File: config.mk
export PLATFORM = sky130hd
export DESIGN_NAME = seg7_scan_display
export DESIGN_NICKNAME = d
export VERILOG_FILES = /design/src/rtl/seg7_scan_display.sv
export SDC_FILE = /design/constraint.sdc
export NUM_CORES = 1
export LEC_CHECK = 0
export ABC_AREA = 1
export CAP_MARGIN = 20
export CORE_MARGIN = 3
export CORE_UTILIZATION = 56
export DETAILED_ROUTE_END_ITERATION = 6
export PLACE_DENSITY_LB_ADDON = 0.25
export SKIP_LAST_GASP = 1
export SYNTH_ARGS = -nofsm -noshare
export SYNTH_HDL_FRONTEND = slang
export SYNTH_SLANG_ARGS = --single-unit
File: constraint.sdc
create_clock -name clk -period 2.15 [get_ports clk]
set_input_delay 0.43 -clock clk [delete_from_list [all_inputs] [get_ports clk]]
set_output_delay 0.43 -clock clk [all_outputs]
set_load 0.005 [all_outputs]
File: src/rtl/seg7_scan_display.sv
// Four-digit common-anode seven-segment scanner with frame-aligned double buffering.
// All pin outputs come from one register stage, so anodes cannot glitch between digits.
module seg7_scan_display #(
    parameter int DIV_WIDTH = 17
) (
    input  logic        clk,
    input  logic        rst,
    input  logic        load,
    input  logic [15:0] value,
    input  logic [3:0]  dp_in,
    input  logic [3:0]  blank,
    output logic [6:0]  seg,
    output logic        dp,
    output logic [3:0]  AN,
    output logic        frame_done
);

    logic [DIV_WIDTH-1:0] div_cnt;
    logic [1:0]           idx;
    logic                 tick;
    logic                 boundary;

    logic                 pend;
    logic [15:0]          buf_value;
    logic [3:0]           buf_dp;
    logic [3:0]           buf_blank;

    logic [15:0]          disp_value;
    logic [3:0]           disp_dp;
    logic [3:0]           disp_blank;

    logic [3:0]           nibble;
    logic [6:0]           next_seg;
    logic                 next_dp;
    logic [3:0]           next_an;

    assign tick     = &div_cnt;
    assign boundary = tick && (idx == 2'd3);

    // NOTE: sequential state uses non-blocking assignments so every register samples pre-edge values.
    always_ff @(posedge clk or posedge rst) begin
        if (rst) begin
            div_cnt <= '0;
            idx     <= 2'd0;
        end else begin
            div_cnt <= div_cnt + DIV_WIDTH'(1);
            if (tick) begin
                idx <= idx + 2'd1;
            end
        end
    end

    // NOTE: buffer data is left unreset; pend alone decides whether it is ever used.
    always_ff @(posedge clk) begin
        if (load) begin
            buf_value <= value;
            buf_dp    <= dp_in;
            buf_blank <= blank;
        end
    end

    // A load on the boundary cycle is applied directly, so it never leaves pend set.
    always_ff @(posedge clk or posedge rst) begin
        if (rst) begin
            pend <= 1'b0;
        end else if (boundary) begin
            pend <= 1'b0;
        end else if (load) begin
            pend <= 1'b1;
        end
    end

    always_ff @(posedge clk or posedge rst) begin
        if (rst) begin
            disp_value <= 16'h0000;
            disp_dp    <= 4'b0000;
            disp_blank <= 4'b1111;
        end else if (boundary) begin
            if (load) begin
                disp_value <= value;
                disp_dp    <= dp_in;
                disp_blank <= blank;
            end else if (pend) begin
                disp_value <= buf_value;
                disp_dp    <= buf_dp;
                disp_blank <= buf_blank;
            end
        end
    end

    function automatic logic [6:0] hex_font(input logic [3:0] n);
        case (n)
            4'h0:    hex_font = 7'h40;
            4'h1:    hex_font = 7'h79;
            4'h2:    hex_font = 7'h24;
            4'h3:    hex_font = 7'h30;
            4'h4:    hex_font = 7'h19;
            4'h5:    hex_font = 7'h12;
            4'h6:    hex_font = 7'h02;
            4'h7:    hex_font = 7'h78;
            4'h8:    hex_font = 7'h00;
            4'h9:    hex_font = 7'h10;
            4'hA:    hex_font = 7'h08;
            4'hB:    hex_font = 7'h03;
            4'hC:    hex_font = 7'h46;
            4'hD:    hex_font = 7'h21;
            4'hE:    hex_font = 7'h06;
            default: hex_font = 7'h0E;
        endcase
    endfunction

    // NOTE: every combinational output gets a default first so no latch is inferred.
    always_comb begin
        nibble   = disp_value[{idx, 2'b00} +: 4];
        next_an  = 4'b1111;
        next_seg = 7'h7F;
        next_dp  = 1'b1;
        if (!disp_blank[idx]) begin
            next_an  = ~(4'b0001 << idx);
            next_seg = hex_font(nibble);
            next_dp  = ~disp_dp[idx];
        end
    end

    always_ff @(posedge clk or posedge rst) begin
        if (rst) begin
            AN         <= 4'b1111;
            seg        <= 7'h7F;
            dp         <= 1'b1;
            frame_done <= 1'b0;
        end else begin
            AN         <= next_an;
            seg        <= next_seg;
            dp         <= next_dp;
            frame_done <= boundary;
        end
    end

endmodule

==> flow_metrics.tcl, run 1 <==
set metrics [dict create \
    status "finished, final reports clean" \
    cts_tree "done" \
    grt_first_pass_wirelength_microns 11300 \
    yosysMostFrequentCell "nand2_1" \
    synthCells 369 \
    synthesis.nets 408 \
    viasPerCell 5.25 \
    required_ns 2.37 \
    track_usage 0.192 \
    dominantRegCellSynth "dfrtp_1" \
    synth_area_sq_um 3650 \
    dp_hpwl_microns 4380 \
    fin_crit_ns 2.01 \
    dr.pass1.iters 4 \
    worst_slew_pin_slew_ns 0.443 \
    area_delta_synth_final_pct 21.4 \
    clk_path_buf_depth 2 \
    multi_input_area_sq_um 1340 \
    regArea_sq_um 2170 \
    preCtsSetupSlack_ns 0.0430 \
    die_area_sq_um 7530 \
    synth_cell_type_count 31 \
    fillers 430 \
    initial_core_util 0.596 \
    synth.avg_cell_area_sq_um 9.90 \
    crit_family "simple AND/OR/NAND/NOR gates" \
    fp.coreArea_sq_um 6130 \
    ant_nets 0 \
    worstPathCellList "ha_2 -> nand3_2 -> nor2_1 -> nand4_1 -> nor3_2 -> ha_2 -> nand2_1 -> a21oi_4 -> buf_12 -> clkbuf_16 -> a31oi_1" \
    htree_levels 3 \
    cts_root_buf "clkbuf_8" \
    cts_buffers 9 \
    synth_area_leader_cell "dfrtp_1" \
    gp_congestion 0.815 \
    synthTopCellsByCount "nand2_1 (109), dfrtp_1 (41), nor2_1 (38)" \
    slew_headroom 0.705 \
    async_reset_ff_frac 0.704 \
    yosysSeqAreaShare 0.593 \
    end_kind "flop" \
    crit_type "flop to flop" \
    hold_class "input pin to async pin" \
    setup_violations 0 \
    rsz0062_at_grt "no" \
    tns_ns 0 \
    route.vias.total 2624 \
    cp.buffers_inverters 2 \
    yosysWarnings 0 \
    cpMostUsedCell "ha_2" \
    drt_wl_total_microns 6960 \
    cp_data_arrival_time_ns 2.22 \
    cts.sinks 81 \
    path_clk_slew_ns 0.07 \
    synth.top_cell.area_share 0.281 \
    vdd_drop_max_v 0.000573 \
    max_stage_delay_ns 0.37 \
    rows 28 \
    ios 40 \
    route.detailed.drc 0 \
    grt.overflow.total 0 \
    slew_viol_final 0 \
    cp-start-kind "flop" \
    ys_top_cells_by_area "dfrtp_1 (28%), edfxtp_1 (20%), dfstp_2 (12%)" \
    clock_skew_ns 0.0123 \
    pwr_density_cell_nw_per_um2 656 \
    die_h_microns 86.8 \
    leakage_nw 1.96 \
    synth_enable_flop_cells 24 \
    antenna_found_initial 0 \
    antennaDiodeCount 0 \
    grt_max_degree 56 \
    slowest_stage "dfrtp_1" \
    min_period_over_period 0.933 \
    fin_ws_ns 0.145 \
    ys_seq_elements 81 \
    io_buffers 39 \
    crit_fanout 24 \
    clk_latency_ns 0.35 \
    fmax_ghz 0.499 \
    reg2reg_setup_slack_ns 0.14 \
    layout-drive-gt1-share 0.151 \
    die_x_microns 86.8 \
    route.detailed.wl_per_inst_microns 13.9 \
    grt_pass1_vias 2571 \
    nets 459 \
    drt_iter0_markers 101 \
    finalHoldViolations 0 \
    cap_violations 0 \
]
==> worst reg2reg max path: cells and delay by family, from the launching register on <==
family	cells	cell delay (ns)
flip-flops	1	0.37
AND/OR/NAND/NOR	5	0.52
adder cells (fa/ha/maj)	2	0.42
AO/OA/AOI/OAI	2	0.25
buffers and inverters	2	0.33
==> cells by family after synthesis <==
logic type | share of synthesized area
AND/OR/NAND/NOR | 0.238
flip-flops | 0.593
buffers and inverters | 0.0459
AO/OA/AOI/OAI | 0.0561
adder cells (fa/ha/maj) | 0.0411
XOR/XNOR | 0.0264
==> layout by cell type, fill, tap and decap left out, types with 2 or more instances in the layout <==
master	n
a21oi_1	2
a31oi_1	24
buf_12	3
buf_4	6
clkbuf_1	3
clkbuf_16	3
clkbuf_8	10
clkdlybuf4s50_1	38
dfrtp_1	41
dfstp_2	16
edfxtp_1	24
ha_1	10
ha_2	2
inv_1	19
inv_2	5
nand2_1	109
nand2_2	2
nand2_4	2
nand3_1	24
nand3_2	4
nand3_4	2
nand4_1	5
nor2_1	38
nor3_1	4
o21ai_0	5
xnor2_1	2
xor2_1	9
==> final cells by class <==
cell class | instances | share of cell area
clock buffers | 13 | 0.0336
inverters | 25 | 0.0217
well taps | 75 | 0.0212
flip-flops and latches | 81 | 0.488
multi-input cells | 251 | 0.301
clock inverters | 3 | 0.00367
repair buffers | 52 | 0.130
==> power by group <==
group / switching (mW) / total [mW] / internal [mW]
logic: 0.131 / 0.250 / 0.119
clock network: 0.509 / 0.956 / 0.447
registers: 0.0254 / 1.70 / 1.68
total: 0.666 / 2.91 / 2.25
==> sequential cells by signal (all words and copies together) (netlist names) <==
signal,flops
buf_value,16
disp_dp,4
buf_dp,4
disp_blank,4
disp_value,16
pend,1
seg,7
idx,2
buf_blank,4
div_cnt,17
dp,1
frame_done,1
AN,4
==> routing by layer <==
layer | share of wire | routed length (microns) | global-route usage | vias to the layer above
met4 | 0.022 | 152 | 0.0935 | 0
li1 | - | - | - | 1330
met1 | 0.44 | 3090 | 0.240 | 1224
met5 | 0 | 0 | 0 | -
met3 | 0.039 | 270 | 0.0418 | 12
met2 | 0.49 | 3440 | 0.315 | 58
==> stage by stage <==
stage	instance area [sq um]	hold slack [ns]	util	total power [mW]	std cells
finish	4440	0.257	0.724	2.91	500
global route	4440	0.248	0.724	3.05	500
CTS	4310	0.246	0.703	2.94	494
detailed placement	4150	0.445	0.677	1.99	478
global placement	4150	0.433	0.677	1.98	478
floorplan	3650	0.422	-	1.86	369
==> what timing repair did <==
item | 4_1_cts | 5_1_grt
buffers inserted | 0 | 2
setup endpoints to repair | 0 | 24
hold buffers | 0 | 0
resized for setup | 0 | 3
==> path summary, 6_finish.rpt <==
kind / start / end / depth (start not counted)
worst min-delay path: rst / frame_done$_DFF_PP0_ / 2
min in group clk: load / buf_value[7]$_DFFE_PP_ / 1
worst min register to register: div_cnt[0]$_DFF_PP0_ / div_cnt[0]$_DFF_PP0_ / 1
max in group asynchronous: rst / seg[1]$_DFF_PP1_ / 3
worst max register to register: div_cnt[0]$_DFF_PP0_ / disp_value[12]$_DFFE_PP0P_ / 11
worst max-delay path: div_cnt[0]$_DFF_PP0_ / disp_value[12]$_DFFE_PP0P_ / 11
Power figures use the tool's default switching activity.
==> run 2, diff against run 1 <==
CORE_UTILIZATION = 50   (was 56)
PLACE_DENSITY = 0.72   (was not set)
PLACE_DENSITY_LB_ADDON = not set   (was 0.25)
==> run 2 against run 1 <==
  * Global-route usage decreased by 2.3 points
  * Setup slack got worse by 0.063 ns
  * Non-clock buffer count unchanged
  * Largest power group unchanged
  * Largest cell class unchanged
  * Clock power increased by 9%
  * Via count decreased by 1.3%
  * Cell area increased by 1.4%
  * Critical path depth increased by 1
  * Sequential share of layout area decreased by 0.67 points
  * Wire length decreased by 0.72%
==> flow_metrics.tcl, run 2 (synthesis results as in run 1) <==
set metrics [dict create \
    hold_class "input pin to async pin" \
    cts.sinks 81 \
    drt_wl_total_microns 6910 \
    rows 30 \
    clk_path_buf_depth 2 \
    gp_congestion 0.775 \
    cp-start-kind "flop" \
    vdd_drop_max_v 0.000379 \
    clk_latency_ns 0.35 \
    crit_family "simple AND/OR/NAND/NOR gates" \
    fin_crit_ns 2.07 \
    clock_skew_ns 0.00691 \
    ios 40 \
    multi_input_area_sq_um 1360 \
    pwr_density_cell_nw_per_um2 665 \
    viasPerCell 4.97 \
    layout-drive-gt1-share 0.158 \
    ant_nets 0 \
    htree_levels 3 \
    dr.pass1.iters 4 \
    cts_root_buf "clkbuf_8" \
    mostFrequentLayoutCell "nand2_1" \
    worst_slew_pin_slew_ns 0.443 \
    end_kind "flop" \
    dp_hpwl_microns 4620 \
    grt.overflow.total 0 \
    status "finished, final reports clean" \
    final_util 0.648 \
    fp.coreArea_sq_um 6940 \
    area_delta_synth_final_pct 23.1 \
    route.detailed.wl_per_inst_microns 13.3 \
    worstPathCellList "ha_4 -> nand3_4 -> nor2_2 -> nand4_1 -> nor3_2 -> ha_2 -> nand2_2 -> a21oi_4 -> buf_12 -> clkbuf_16 -> nor2_1 -> a31oi_1" \
    cp.buffers_inverters 2 \
    drt_iter0_markers 126 \
    grt_pass1_vias 2453 \
    path_clk_slew_ns 0.08 \
    fillers 566 \
    regArea_sq_um 2170 \
    reg.largest.list "div_cnt (17), buf_value (16), disp_value (16)" \
    min_period_over_period 0.962 \
    hold_buffers 0 \
    cts_tree "done" \
    die_h_microns 91.5 \
    cp_data_arrival_time_ns 2.35 \
    leakage_nw 1.97 \
    crit_type "flop to flop" \
    nets 459 \
    route.detailed.drc 0 \
    cap_violations 0 \
    cts_buffers 9 \
    slowest_stage "dfrtp_1" \
    largest_register_ffs 17 \
    die_x_microns 91.5 \
    route.vias.total 2590 \
    slew_viol_final 0 \
    io_buffers 39 \
    crit_fanout 24 \
    antenna_found_initial 0 \
    tns_ns 0 \
    setup_violations 0 \
    antennaDiodeCount 0 \
    slew_headroom 0.704 \
    track_usage 0.169 \
    initial_core_util 0.526 \
    fmax_ghz 0.483 \
    regMostFlops "div_cnt" \
    max_stage_delay_ns 0.40 \
    rsz0062_at_grt "yes" \
    required_ns 2.43 \
    grt_max_degree 49 \
    die_area_sq_um 8370 \
    finalHoldViolations 0 \
    final_cell_mix "nand2_1 (108), dfrtp_1 (41), clkdlybuf4s50_1 (38), nor2_1 (36)" \
    grt_first_pass_wirelength_microns 11200 \
]
==> run 2: cell count changes in the layout (fill, tap and decap cells not counted), sizes merged <==
cell      before  now
bufinv         0    1
clkbuf        16   14
clkinv         2    4
clkinvlp       1    0
==> run 2: metal layers <==
| metal | GRT usage | wire (microns) | part of all wire | vias up |
|---|---|---|---|---|
| met2 | 0.264 | 3250 | 0.47 | 56 |
| met4 | 0.0905 | 167 | 0.024 | 0 |
| met1 | 0.222 | 3160 | 0.46 | 1200 |
| met3 | 0.0356 | 324 | 0.047 | 12 |
| met5 | 0 | 0 | 0 | - |
| li1 | - | - | - | 1322 |
==> run 2: worst paths after layout <==
kind | from | to | slack [ns] | cells past startpoint
hold / removal | rst | div_cnt[8]$_DFF_PP0_ | 0.39 | 2
setup / recovery | div_cnt[0]$_DFF_PP0_ | disp_value[0]$_DFFE_PP0P_ | 0.08 | 12
min in group clk | load | buf_value[5]$_DFFE_PP_ | 0.45 | 1
setup reg to reg | div_cnt[0]$_DFF_PP0_ | disp_value[0]$_DFFE_PP0P_ | 0.08 | 12
hold reg to reg | div_cnt[0]$_DFF_PP0_ | div_cnt[0]$_DFF_PP0_ | 0.49 | 1
max in group asynchronous | rst | disp_value[8]$_DFFE_PP0P_ | 1.16 | 3
==> run 2: what timing repair did <==
item / 4_1_cts / 5_1_grt
buffers inserted: 0 / 3
resized for setup: 0 / 8
setup endpoints to repair: 0 / 24
==> run 2: metrics by stage <==
| step | total power [mW] | cell area, sq um | cells | setup slack [ns] | hold WS [ns] |
|---|---|---|---|---|---|
| after floorplan | 1.86 | 3650 | 369 | 0.251 | 0.422 |
| after global placement | 1.98 | 4170 | 499 | 0.209 | 0.435 |
| after detailed placement | 1.99 | 4170 | 499 | 0.0317 | 0.447 |
| after CTS | 3.02 | 4350 | 515 | 0.00518 | 0.399 |
| after global routing | 3.14 | 4500 | 521 | -0.0381 | 0.427 |
| final | 2.99 | 4500 | 521 | 0.0813 | 0.395 |
==> run 2: layout make-up <==
| class | instances | share of cell area |
|---|---|---|
| Inverter | 25 | 0.0214 |
| Multi-Input combinational cell | 251 | 0.303 |
| Timing Repair Buffer | 52 | 0.127 |
| Sequential cell | 81 | 0.482 |
| Clock inverter | 5 | 0.0106 |
| Tap cell | 96 | 0.0267 |
| Clock buffer | 11 | 0.0292 |
==> run 2: report_power, final <==
group	total, mW	switching (mW)	internal, mW
clock network	1.04	0.512	0.526
logic	0.249	0.130	0.120
registers	1.71	0.0258	1.68
